===== src/rtl/video_pkg.sv =====
// -----------------------------------------------------------------------------
// video_pkg
// Shared types and constants for the RGB/RAW video stream blocks.
//   bayer_phase_e  : 2-bit CFA pattern code (colour at r0c0 / r0c1 / r1c0 / r1c1)
//   stream_state_e : line-framing FSM states used by video_stream_tracker
//   color_e        : colour plane selected for a RAW sample
//   beat_info_t    : per-beat decode produced by the stream tracker
//   cnt_width()    : counter width helper that never returns 0
//   bayer_color()  : colour plane for a given pattern and row/column parity
// -----------------------------------------------------------------------------
package video_pkg;

  // Defaults shared with the demosaic path.
  localparam int unsigned DEFAULT_LINE_WIDTH  = 1280;
  localparam int unsigned DEFAULT_FRAME_LINES = 720;

  typedef enum logic [1:0] {
    BAYER_RGGB = 2'd0,
    BAYER_GRBG = 2'd1,
    BAYER_GBRG = 2'd2,
    BAYER_BGGR = 2'd3
  } bayer_phase_e;

  typedef enum logic [1:0] {
    S_IDLE = 2'd0,  // no line seen since reset or since the end of a frame
    S_LINE = 2'd1,  // line open
    S_GAP  = 2'd2   // between lines of a frame
  } stream_state_e;

  typedef enum logic [1:0] {
    COLOR_R = 2'd0,
    COLOR_G = 2'd1,
    COLOR_B = 2'd2
  } color_e;

  // Decode of one input beat. accept/sop/eop describe the pixel that is
  // forwarded; the error and frame flags may be set for a dropped beat too.
  typedef struct packed {
    logic accept;
    logic sop;
    logic eop;
    logic row_par;
    logic col_par;
    logic err_len;
    logic err_sop;
    logic frame_done;
  } beat_info_t;

  // A one-line frame would otherwise give a zero-width line counter.
  function automatic int unsigned cnt_width(input int unsigned n);
    return (n <= 1) ? 1 : $clog2(n);
  endfunction

  // XOR-ing the pattern code into {row, col} parity reduces every pattern to
  // RGGB: 00 -> R, 11 -> B, mixed parity -> G.
  function automatic color_e bayer_color(input logic [1:0] pattern,
                                         input logic       row_par,
                                         input logic       col_par);
    logic [1:0] p;
    p = {row_par, col_par} ^ pattern;
    case (p)
      2'b00:   return COLOR_R;
      2'b11:   return COLOR_B;
      default: return COLOR_G;
    endcase
  endfunction

endpackage


===== src/rtl/video_stream_tracker.sv =====
// -----------------------------------------------------------------------------
// video_stream_tracker
// Follows sop/eop framing of a pixel stream, keeps column and line position,
// and classifies every input beat. The beat decode is combinational so the
// caller can register it alongside its own data path.
//   clk, reset     : clock, synchronous active-high reset
//   valid_i        : pixel qualifier
//   sop_i, eop_i   : first / last pixel of a line (qualified by valid_i)
//   beat_o         : decode of the current beat (accept, framing, parity,
//                    err_len, err_sop, frame_done)
// -----------------------------------------------------------------------------
module video_stream_tracker
  import video_pkg::*;
#(
  parameter int unsigned LINE_WIDTH  = DEFAULT_LINE_WIDTH,
  parameter int unsigned FRAME_LINES = DEFAULT_FRAME_LINES
) (
  input  logic       clk,
  input  logic       reset,
  input  logic       valid_i,
  input  logic       sop_i,
  input  logic       eop_i,
  output beat_info_t beat_o
);

  localparam int unsigned CW = cnt_width(LINE_WIDTH + 1);
  localparam int unsigned LW = cnt_width(FRAME_LINES);

  localparam logic [CW-1:0] COL_LAST  = CW'(LINE_WIDTH - 1);
  localparam logic [CW-1:0] COL_END   = CW'(LINE_WIDTH);
  localparam logic [LW-1:0] LINE_LAST = LW'(FRAME_LINES - 1);
  localparam logic          ONE_WIDE  = (LINE_WIDTH == 1);

  stream_state_e state_q, state_d;
  logic [CW-1:0] col_q,   col_d;
  logic [LW-1:0] line_q,  line_d;
  // Set once an overrun has been reported so the line raises err_len only once.
  logic          ovr_q,   ovr_d;

  logic          line_is_last;
  logic [LW-1:0] line_next;

  assign line_is_last = (line_q == LINE_LAST);
  assign line_next    = line_is_last ? '0 : line_q + LW'(1);

  // NOTE: state registers use non-blocking assignments so every flop samples
  // the pre-edge value of every other flop, independent of statement order.
  always_ff @(posedge clk) begin
    if (reset) begin
      state_q <= S_IDLE;
      col_q   <= '0;
      line_q  <= '0;
      ovr_q   <= 1'b0;
    end else begin
      state_q <= state_d;
      col_q   <= col_d;
      line_q  <= line_d;
      ovr_q   <= ovr_d;
    end
  end

  // NOTE: every signal written here gets a default first; a path that left
  // one unassigned would infer a latch.
  always_comb begin
    state_d = state_q;
    col_d   = col_q;
    line_d  = line_q;
    ovr_d   = ovr_q;
    beat_o  = '0;

    if (valid_i) begin
      if (sop_i) begin
        // A sop always starts a line at column 0 on the current row; inside
        // an open line it abandons that line without advancing line_cnt.
        beat_o.accept  = 1'b1;
        beat_o.sop     = 1'b1;
        beat_o.row_par = line_q[0];
        beat_o.col_par = 1'b0;
        beat_o.err_sop = (state_q == S_LINE);
        ovr_d          = 1'b0;
        if (eop_i) begin
          beat_o.eop        = 1'b1;
          beat_o.err_len    = !ONE_WIDE;
          beat_o.frame_done = line_is_last;
          line_d            = line_next;
          col_d             = '0;
          state_d           = line_is_last ? S_IDLE : S_GAP;
        end else begin
          col_d   = CW'(1);
          state_d = S_LINE;
        end
      end else if (state_q != S_LINE) begin
        // Pixel outside a line: dropped.
        beat_o.err_sop = 1'b1;
      end else if (col_q == COL_END) begin
        // Column overrun: drop the pixel, report once, but still let eop
        // close the line so the frame keeps its line count.
        beat_o.err_len = !ovr_q;
        ovr_d          = 1'b1;
        if (eop_i) begin
          beat_o.frame_done = line_is_last;
          line_d            = line_next;
          col_d             = '0;
          ovr_d             = 1'b0;
          state_d           = line_is_last ? S_IDLE : S_GAP;
        end
      end else begin
        beat_o.accept  = 1'b1;
        beat_o.row_par = line_q[0];
        beat_o.col_par = col_q[0];
        if (eop_i) begin
          beat_o.eop        = 1'b1;
          beat_o.err_len    = (col_q != COL_LAST);
          beat_o.frame_done = line_is_last;
          line_d            = line_next;
          col_d             = '0;
          state_d           = line_is_last ? S_IDLE : S_GAP;
        end else begin
          col_d = col_q + CW'(1);
        end
      end
    end
  end

endmodule


===== src/rtl/rgb2raw_bayer_mosaic.sv =====
// -----------------------------------------------------------------------------
// rgb2raw_bayer_mosaic
// Re-mosaics an RGB pixel stream into a single-channel Bayer RAW stream.
// Two-stage pipeline: stage 1 registers the components and the tracker's
// beat decode, stage 2 registers the colour mux and regenerated framing.
//   clk, reset                : clock, synchronous active-high reset
//   r_data, g_data, b_data    : colour components
//   data_valid, sop, eop      : input pixel qualifier and line framing
//   raw_data, raw_valid       : Bayer sample and qualifier
//   raw_sop, raw_eop          : regenerated line framing
//   frame_done                : pulse when the last line of a frame closes
//   err_len, err_sop          : malformed-line pulses
// -----------------------------------------------------------------------------
module rgb2raw_bayer_mosaic
  import video_pkg::*;
#(
  parameter int unsigned DATA_WIDTH  = 8,
  parameter int unsigned LINE_WIDTH  = DEFAULT_LINE_WIDTH,
  parameter int unsigned FRAME_LINES = DEFAULT_FRAME_LINES,
  parameter logic [1:0]  BAYER_PHASE = BAYER_RGGB
) (
  input  logic                  clk,
  input  logic                  reset,
  input  logic [DATA_WIDTH-1:0] r_data,
  input  logic [DATA_WIDTH-1:0] g_data,
  input  logic [DATA_WIDTH-1:0] b_data,
  input  logic                  data_valid,
  input  logic                  sop,
  input  logic                  eop,
  output logic [DATA_WIDTH-1:0] raw_data,
  output logic                  raw_valid,
  output logic                  raw_sop,
  output logic                  raw_eop,
  output logic                  frame_done,
  output logic                  err_len,
  output logic                  err_sop
);

  beat_info_t beat;

  video_stream_tracker #(
    .LINE_WIDTH  (LINE_WIDTH),
    .FRAME_LINES (FRAME_LINES)
  ) u_tracker (
    .clk     (clk),
    .reset   (reset),
    .valid_i (data_valid),
    .sop_i   (sop),
    .eop_i   (eop),
    .beat_o  (beat)
  );

  // ---------------------------------------------------------------------------
  // Stage 1: components and beat decode
  // ---------------------------------------------------------------------------
  beat_info_t            s1_beat_q;
  logic [DATA_WIDTH-1:0] s1_r_q, s1_g_q, s1_b_q;

  // NOTE: the data registers are reset as well as the control flags; raw_data
  // is an output and must read 0 after reset, not whatever was in flight.
  always_ff @(posedge clk) begin
    if (reset) begin
      s1_beat_q <= '0;
      s1_r_q    <= '0;
      s1_g_q    <= '0;
      s1_b_q    <= '0;
    end else begin
      s1_beat_q <= beat;
      if (beat.accept) begin
        s1_r_q <= r_data;
        s1_g_q <= g_data;
        s1_b_q <= b_data;
      end
    end
  end

  // ---------------------------------------------------------------------------
  // Stage 2: colour mux and output framing
  // ---------------------------------------------------------------------------
  color_e                s1_color;
  logic [DATA_WIDTH-1:0] raw_data_d;

  assign s1_color = bayer_color(BAYER_PHASE, s1_beat_q.row_par, s1_beat_q.col_par);

  always_comb begin
    raw_data_d = s1_g_q;
    case (s1_color)
      COLOR_R: raw_data_d = s1_r_q;
      COLOR_B: raw_data_d = s1_b_q;
      default: raw_data_d = s1_g_q;
    endcase
  end

  logic [DATA_WIDTH-1:0] raw_data_q;
  logic                  raw_valid_q, raw_sop_q, raw_eop_q;
  logic                  frame_done_q, err_len_q, err_sop_q;

  always_ff @(posedge clk) begin
    if (reset) begin
      raw_data_q   <= '0;
      raw_valid_q  <= 1'b0;
      raw_sop_q    <= 1'b0;
      raw_eop_q    <= 1'b0;
      frame_done_q <= 1'b0;
      err_len_q    <= 1'b0;
      err_sop_q    <= 1'b0;
    end else begin
      // raw_data holds its last sample while raw_valid is low.
      if (s1_beat_q.accept) begin
        raw_data_q <= raw_data_d;
      end
      raw_valid_q  <= s1_beat_q.accept;
      raw_sop_q    <= s1_beat_q.sop;
      raw_eop_q    <= s1_beat_q.eop;
      frame_done_q <= s1_beat_q.frame_done;
      err_len_q    <= s1_beat_q.err_len;
      err_sop_q    <= s1_beat_q.err_sop;
    end
  end

  assign raw_data   = raw_data_q;
  assign raw_valid  = raw_valid_q;
  assign raw_sop    = raw_sop_q;
  assign raw_eop    = raw_eop_q;
  assign frame_done = frame_done_q;
  assign err_len    = err_len_q;
  assign err_sop    = err_sop_q;

endmodule

===== config.mk =====
export PLATFORM = sky130hd
export DESIGN_NAME = rgb2raw_bayer_mosaic
export DESIGN_NICKNAME = d
export VERILOG_FILES = /design/src/rtl/video_pkg.sv /design/src/rtl/video_stream_tracker.sv /design/src/rtl/rgb2raw_bayer_mosaic.sv
export SDC_FILE = /design/constraint.sdc
export NUM_CORES = 1
export LEC_CHECK = 0
export BUFFER_PORTS_ARGS = -buffer_cell sky130_fd_sc_hd__buf_2
export CORE_MARGIN = 2
export CORE_UTILIZATION = 40
export DETAILED_ROUTE_END_ITERATION = 10
export HOLD_SLACK_MARGIN = 0.05
export PLACE_DENSITY_LB_ADDON = 0.3
export SYNTH_ARGS = -nofsm -noshare
export SYNTH_HDL_FRONTEND = slang
export SYNTH_SLANG_ARGS = --single-unit

===== constraint.sdc =====
create_clock -name clk -period 2.77 [get_ports clk]
set_input_delay 0.277 -clock clk [delete_from_list [all_inputs] [get_ports clk]]
set_output_delay 0.277 -clock clk [all_outputs]
set_load 0.01 [all_outputs]

# Word-level counts from Yosys, hierarchy flattened
# Index checks and enable logic that the tools add are counted.
# op_classes
n_reduce_logical	11
add_sub_neg	2
bitwise_logic	1
mux	35
eq_ne	9
# ops
cell	n
11-bit two-way mux	5
10-bit two-way mux	4
8-bit one-hot mux with 2 select lines	1
1-bit two-way mux	15
11-bit by 1-bit adder with 11-bit output, second input constant	1
11-bit == test, second input constant	1
11-bit != test, second input constant	1
10-bit by 1-bit adder with 10-bit output, second input constant	1
10-bit == test, second input constant	1
2-bit two-way mux	5
3-bit AND reduction	3
8-bit two-way mux	1
6-bit two-way mux	1
5-bit OR reduction	1
2-bit == test, second input constant	2
2-bit logical NOT	2
4-bit two-way mux	1
2-bit one-hot mux with 2 select lines	1
2-bit nonzero test	2
3-bit two-way mux	1
3-bit != test, second input constant	1
2-bit by 1-bit == test with 1-bit output, second input constant	1
2-bit by 1-bit != test with 1-bit output, second input constant	1
2-bit != test, second input constant	1
other kinds (4)	4
# word_totals
elab_cells	80
regBits	70
in_bits	29

# Longest topological paths before layout
# logic_depth
ltp_word	6
depth_mapped	8

# By module
# Synthesis repeated with hierarchy kept, for this count alone.
# unflattened
hier_cells	338
area_unflattened_um2	3145.5
# modules_own_cells
module	cells_per_inst	area_per_inst_um2	n_inst
rgb2raw_bayer_mosaic	159	1765.4	1
video_stream_tracker	179	1380.1	1

# Worst setup path before layout
# No wires, ideal clock.
# synth_path
path_type	in2reg
start	in sop
end	reg u_tracker.line_q[4]
arrival_time_ns	2.071
path_stages	8
n_path_buf	2
path_slack_ns	0.628
setup_time_ns	0.070
path_cell_list	clkbuf_1 -> inv_1 -> ha_1 -> and3b_1 -> clkbuf_1 -> nand3_1 -> or3b_2 -> a21oi_1
# synth_via
elab_chain_cells	2
# synth_lines
item	line_no	text
start: declaration	rgb2raw_bayer_mosaic.sv:28	input logic sop,
2-bit != test (no source line)	-	
2-bit AND reduction (no source line)	-	
end signal: assignment	video_stream_tracker.sv:57	line_q <= line_d;
end: declaration	video_stream_tracker.sv:36	logic [LW-1:0] line_q, line_d;
# Parallel ways exist; a longest one is shown, timed or not.
# A chain may end at the register's enable or synchronous reset.

# Worst setup path after layout
# layout_path
start	reg u_tracker.state_q[0]
end	reg u_tracker.col_q[9]
# layout_via
elab_chain_cells	3
# layout_lines
item	line_no	text
start: declaration	video_stream_tracker.sv:34	stream_state_e state_q, state_d;
start signal: assignment	video_stream_tracker.sv:55	state_q <= state_d;
2-bit by 1-bit != test with 1-bit output	video_stream_tracker.sv:92	end else if (state_q != S_LINE) begin
2-bit != test (no source line)	-	
3-bit AND reduction (no source line)	-	
end signal: assignment	video_stream_tracker.sv:56	col_q <= col_d;
end: declaration	video_stream_tracker.sv:35	logic [CW-1:0] col_q, col_d;
# No other way between the ends.

==> results.toml <==
[finish]
drive_gt1_share_pct = 17.6
diodes = 0
area_delta_synth_final_pct = 14.9
num-nets-final = 417
fillers = 746

[timing]
clock.fmax_mhz = 466
finalSetupTns_ps = 0
rsz0062_at_grt = "no"
final-max-slew-violation-count = 0
tightestPinTransition_ps = 595
fin_crit_sh_pct = 77.4
fin_worst_skew_ps = 11.8
relSlewSlack_pct = 60.3
hold_violations = 0
setup_viol = 0
min_period_ps = 2150

[worst_setup_path]
reg2reg_slack_ps = 620
criticalPathCategory = "flop to flop"
r2r-start = "u_tracker.state_q[0]"
r2r_cells = 7
start_kind = "flop"
cp.arrival_ps = 2440
cpPeakStageDelay_ps = 530
slowest_stage = "or4_1"
crit-reg2reg-capture = "u_tracker.col_q[9]"
critPathCaptureType = "flop"
crit_required_ps = 3060
crit_fanout = 8
worstPathCellList = "nor2b_1 -> inv_1 -> ha_1 -> and3b_1 -> or3_1 -> or4_1 -> nand2_1"

[floorplan]
ioPinCount = 43
coreArea_um2 = 7690
die_h_um = 92.9
dieArea_um2 = 8640
fp-row-count = 32
start_util_pct = 41.2
die_w_um = 92.9

[yosys]
ys_ff_latch = 70
synth.most_common_cell = "dfxtp_1"
yosys.area_share.simple_pct = 27.4
synth.top_cells.by_count = "dfxtp_1 (70), nand2b_1 (54), mux2i_1 (34), nor2_1 (26), nand2_1 (22)"
synth_top_area_share_pct = 44.3
synth_top_area_cell = "dfxtp_1"
synth.area.mux_share_pct = 10.8
synth.cell_area_um2 = 3160
syn-mean-instance-area_um2 = 9.17
yosys_warnings = 0
synth_edf_count = 0
synth_compound_area_share_pct = 9.05
ys_async_sr_fraction_pct = 0
synthCells = 345
synth-adder-area-share_pct = 2.37
synth_cell_types = 47
synth_top_family_by_area = "simple AND/OR/NAND/NOR gates"
synth_flop_cell = "dfxtp_1"
synth-xor-area-share_pct = 2.49
synth.area.top_cells = "dfxtp_1 (44%), mux2i_1 (11%), nand2b_1 (11%)"
syn-num-nets = 380
ys_seq_area_share_pct = 44.3

[clock_tree]
clk_path_buf_depth = 2
clock-sinks = 70
cts-root-buf = "clkbuf_8"
clk_latency_ps = 350
cts_tree = "done"
cts_max_level = 3
hold_buffers = 0
cts.repair.resized = 0
cts_buffers = 9
post-cts-setup-buffers = 0
clk_transition_reported_paths_ps = 80

[place]
dpl.hpwl_mm = 4.32
portBuffers = 42
gp_congestion = 0.786

[route]
drt-initial-drc-count = 131
vias = 2429
wl_mm = 6.28
drc = 0
ant_nets = 0
wl_per_cell_um = 12.8
dr.pass1.iters = 4
routed_via_density = 4.97

[pwr]
switching_share_pct = 24.3
vdd_drop_max_mv = 0.212
seqPwrFrac_pct = 52.3
pwr-share-comb_pct = 8.1
power.density_nw_per_um2 = 558
internal-power_mw = 1.54
p_total_mw = 2.03
p_leak_nw = 1.42
clkPwrFrac_pct = 39.6
switchingPower_mw = 0.493

[grt]
grt.total_usage_pct = 15.4
antenna_found_initial = 0
grt_max_degree = 77
grt_overflow = 0
grt_pass1_wl_mm = 10.4
grt_pass1_vias = 2212

[min_path]
worstHoldEndpoint = "s1_g_q[4]"
holdCritStartpoint = "g_data[4]"
hold_depth = 3
hp-class = "input pin to flop"

[job]
maxCapViolations = 0

[run_status]
status = "complete, no violations"
[sequential cells by signal (all words and copies together), names as in the netlist, 2 cells and up]
name               cells
s1_r_q                 8
u_tracker.state_q      2
s1_g_q                 8
s1_b_q                 8
u_tracker.line_q      10
s1_beat_q              8
raw_data               8
u_tracker.col_q       11
[layout make-up]
cell class | instances | area, um2 | area share, %
Multi-Input combinational cell | 248 | 1650 | 45.4
Clock inverter | 5 | 58.8 | 1.62
Sequential cell | 70 | 1400 | 38.5
Timing Repair Buffer | 46 | 240 | 6.60
Clock buffer | 11 | 131 | 3.61
Inverter | 7 | 26.3 | 0.722
Tap cell | 102 | 128 | 3.51
[stage by stage]
stage | util [%] | std cells | instance area [um2] | hold WS (ps) | worst slack (ps)
6_report | 47.3 | 489 | 3640 | 185 | 625
5_1_grt | 47.3 | 489 | 3640 | 190 | 447
4_1_cts | 47.3 | 489 | 3640 | 175 | 623
3_5_place_dp | 44.8 | 473 | 3450 | 430 | 626
3_3_place_gp | 44.8 | 473 | 3450 | 415 | 657
2_1_floorplan | - | 345 | 3160 | 414 | 628
[layer usage]
metal	wire [um]	GRT usage [%]	part of all wire, %	vias up
li1	-	-	-	1257
met1	2990	19.8	48	1119
met2	2920	24.5	47	46
met3	296	4.88	4.7	7
met4	73	5.15	1.2	0
met5	0	0	0	-
[worst max-delay path by stage]
| stage | slack (ps) | endpoint | cells after the start | startpoint |
|---|---|---|---|---|
| 6_report | 620 | u_tracker.col_q[9] | 7 | u_tracker.state_q[0] |
| 5_1_grt | 450 | s1_r_q[6] | 7 | u_tracker.col_q[0] |
| 4_1_cts | 620 | s1_r_q[4] | 7 | u_tracker.col_q[0] |
| 3_5_place_dp | 630 | u_tracker.col_q[9] | 7 | sop |
| 3_3_place_gp | 660 | u_tracker.col_q[9] | 7 | sop |
| 2_1_floorplan | 630 | u_tracker.line_q[4] | 8 | sop |
[cell usage in the layout (no fill, tap or decap), types with 2 or more instances in the layout]
master      Yosys  final
dfxtp_1        70     70
a31oi_1         3      3
or3_1           5      5
and3b_1         2      2
a21oi_1         8      8
inv_1           7      7
nor3_1          2      2
o21ai_0        16     16
nand3b_1        2      2
nand4_1        11     11
nand2_1        22     22
nor2_1         26     25
and3_2          2      2
and2_1          2      2
buf_2           3     42
clkbuf_8        0      9
clkbuf_1       15      2
nand2b_1       54     54
nand3_1         6      6
a22oi_1         8      8
buf_4           0      4
o41ai_1         2      2
ha_1            6      6
nor2b_1         8      8
clkinvlp_4      0      2
mux2i_1        34     34
xor2_1          8      8
[worst max-delay path, delay by kind of cell, from the launching register on]
family,cells,cell delay (ps)
buffers and inverters,1,90
flip-flops,1,320
AND/OR/NAND/NOR,5,1440
adder cells (fa/ha/maj),1,230
[power groups by stage]
stage	sequential (mW)	clock, mW	combinational (mW)
after floorplan	1.08	0	0.116
after global placement	1.08	0	0.163
after detailed placement	1.09	0	0.165
after CTS	1.06	0.830	0.166
after global routing	1.07	0.864	0.185
final	1.06	0.804	0.164
[kinds of logic (layout without fill, tap and decap cells)]
family | Yosys count | in the layout
buffers and inverters | 27 | 69
and+or+nand+nor | 154 | 154
adders and majority gates | 6 | 6
xor gates and xnor gates | 9 | 9
muxes | 34 | 34
AOI/OAI and AO/OA | 45 | 45
DFF | 70 | 70
Power figures use the tool's default switching activity.
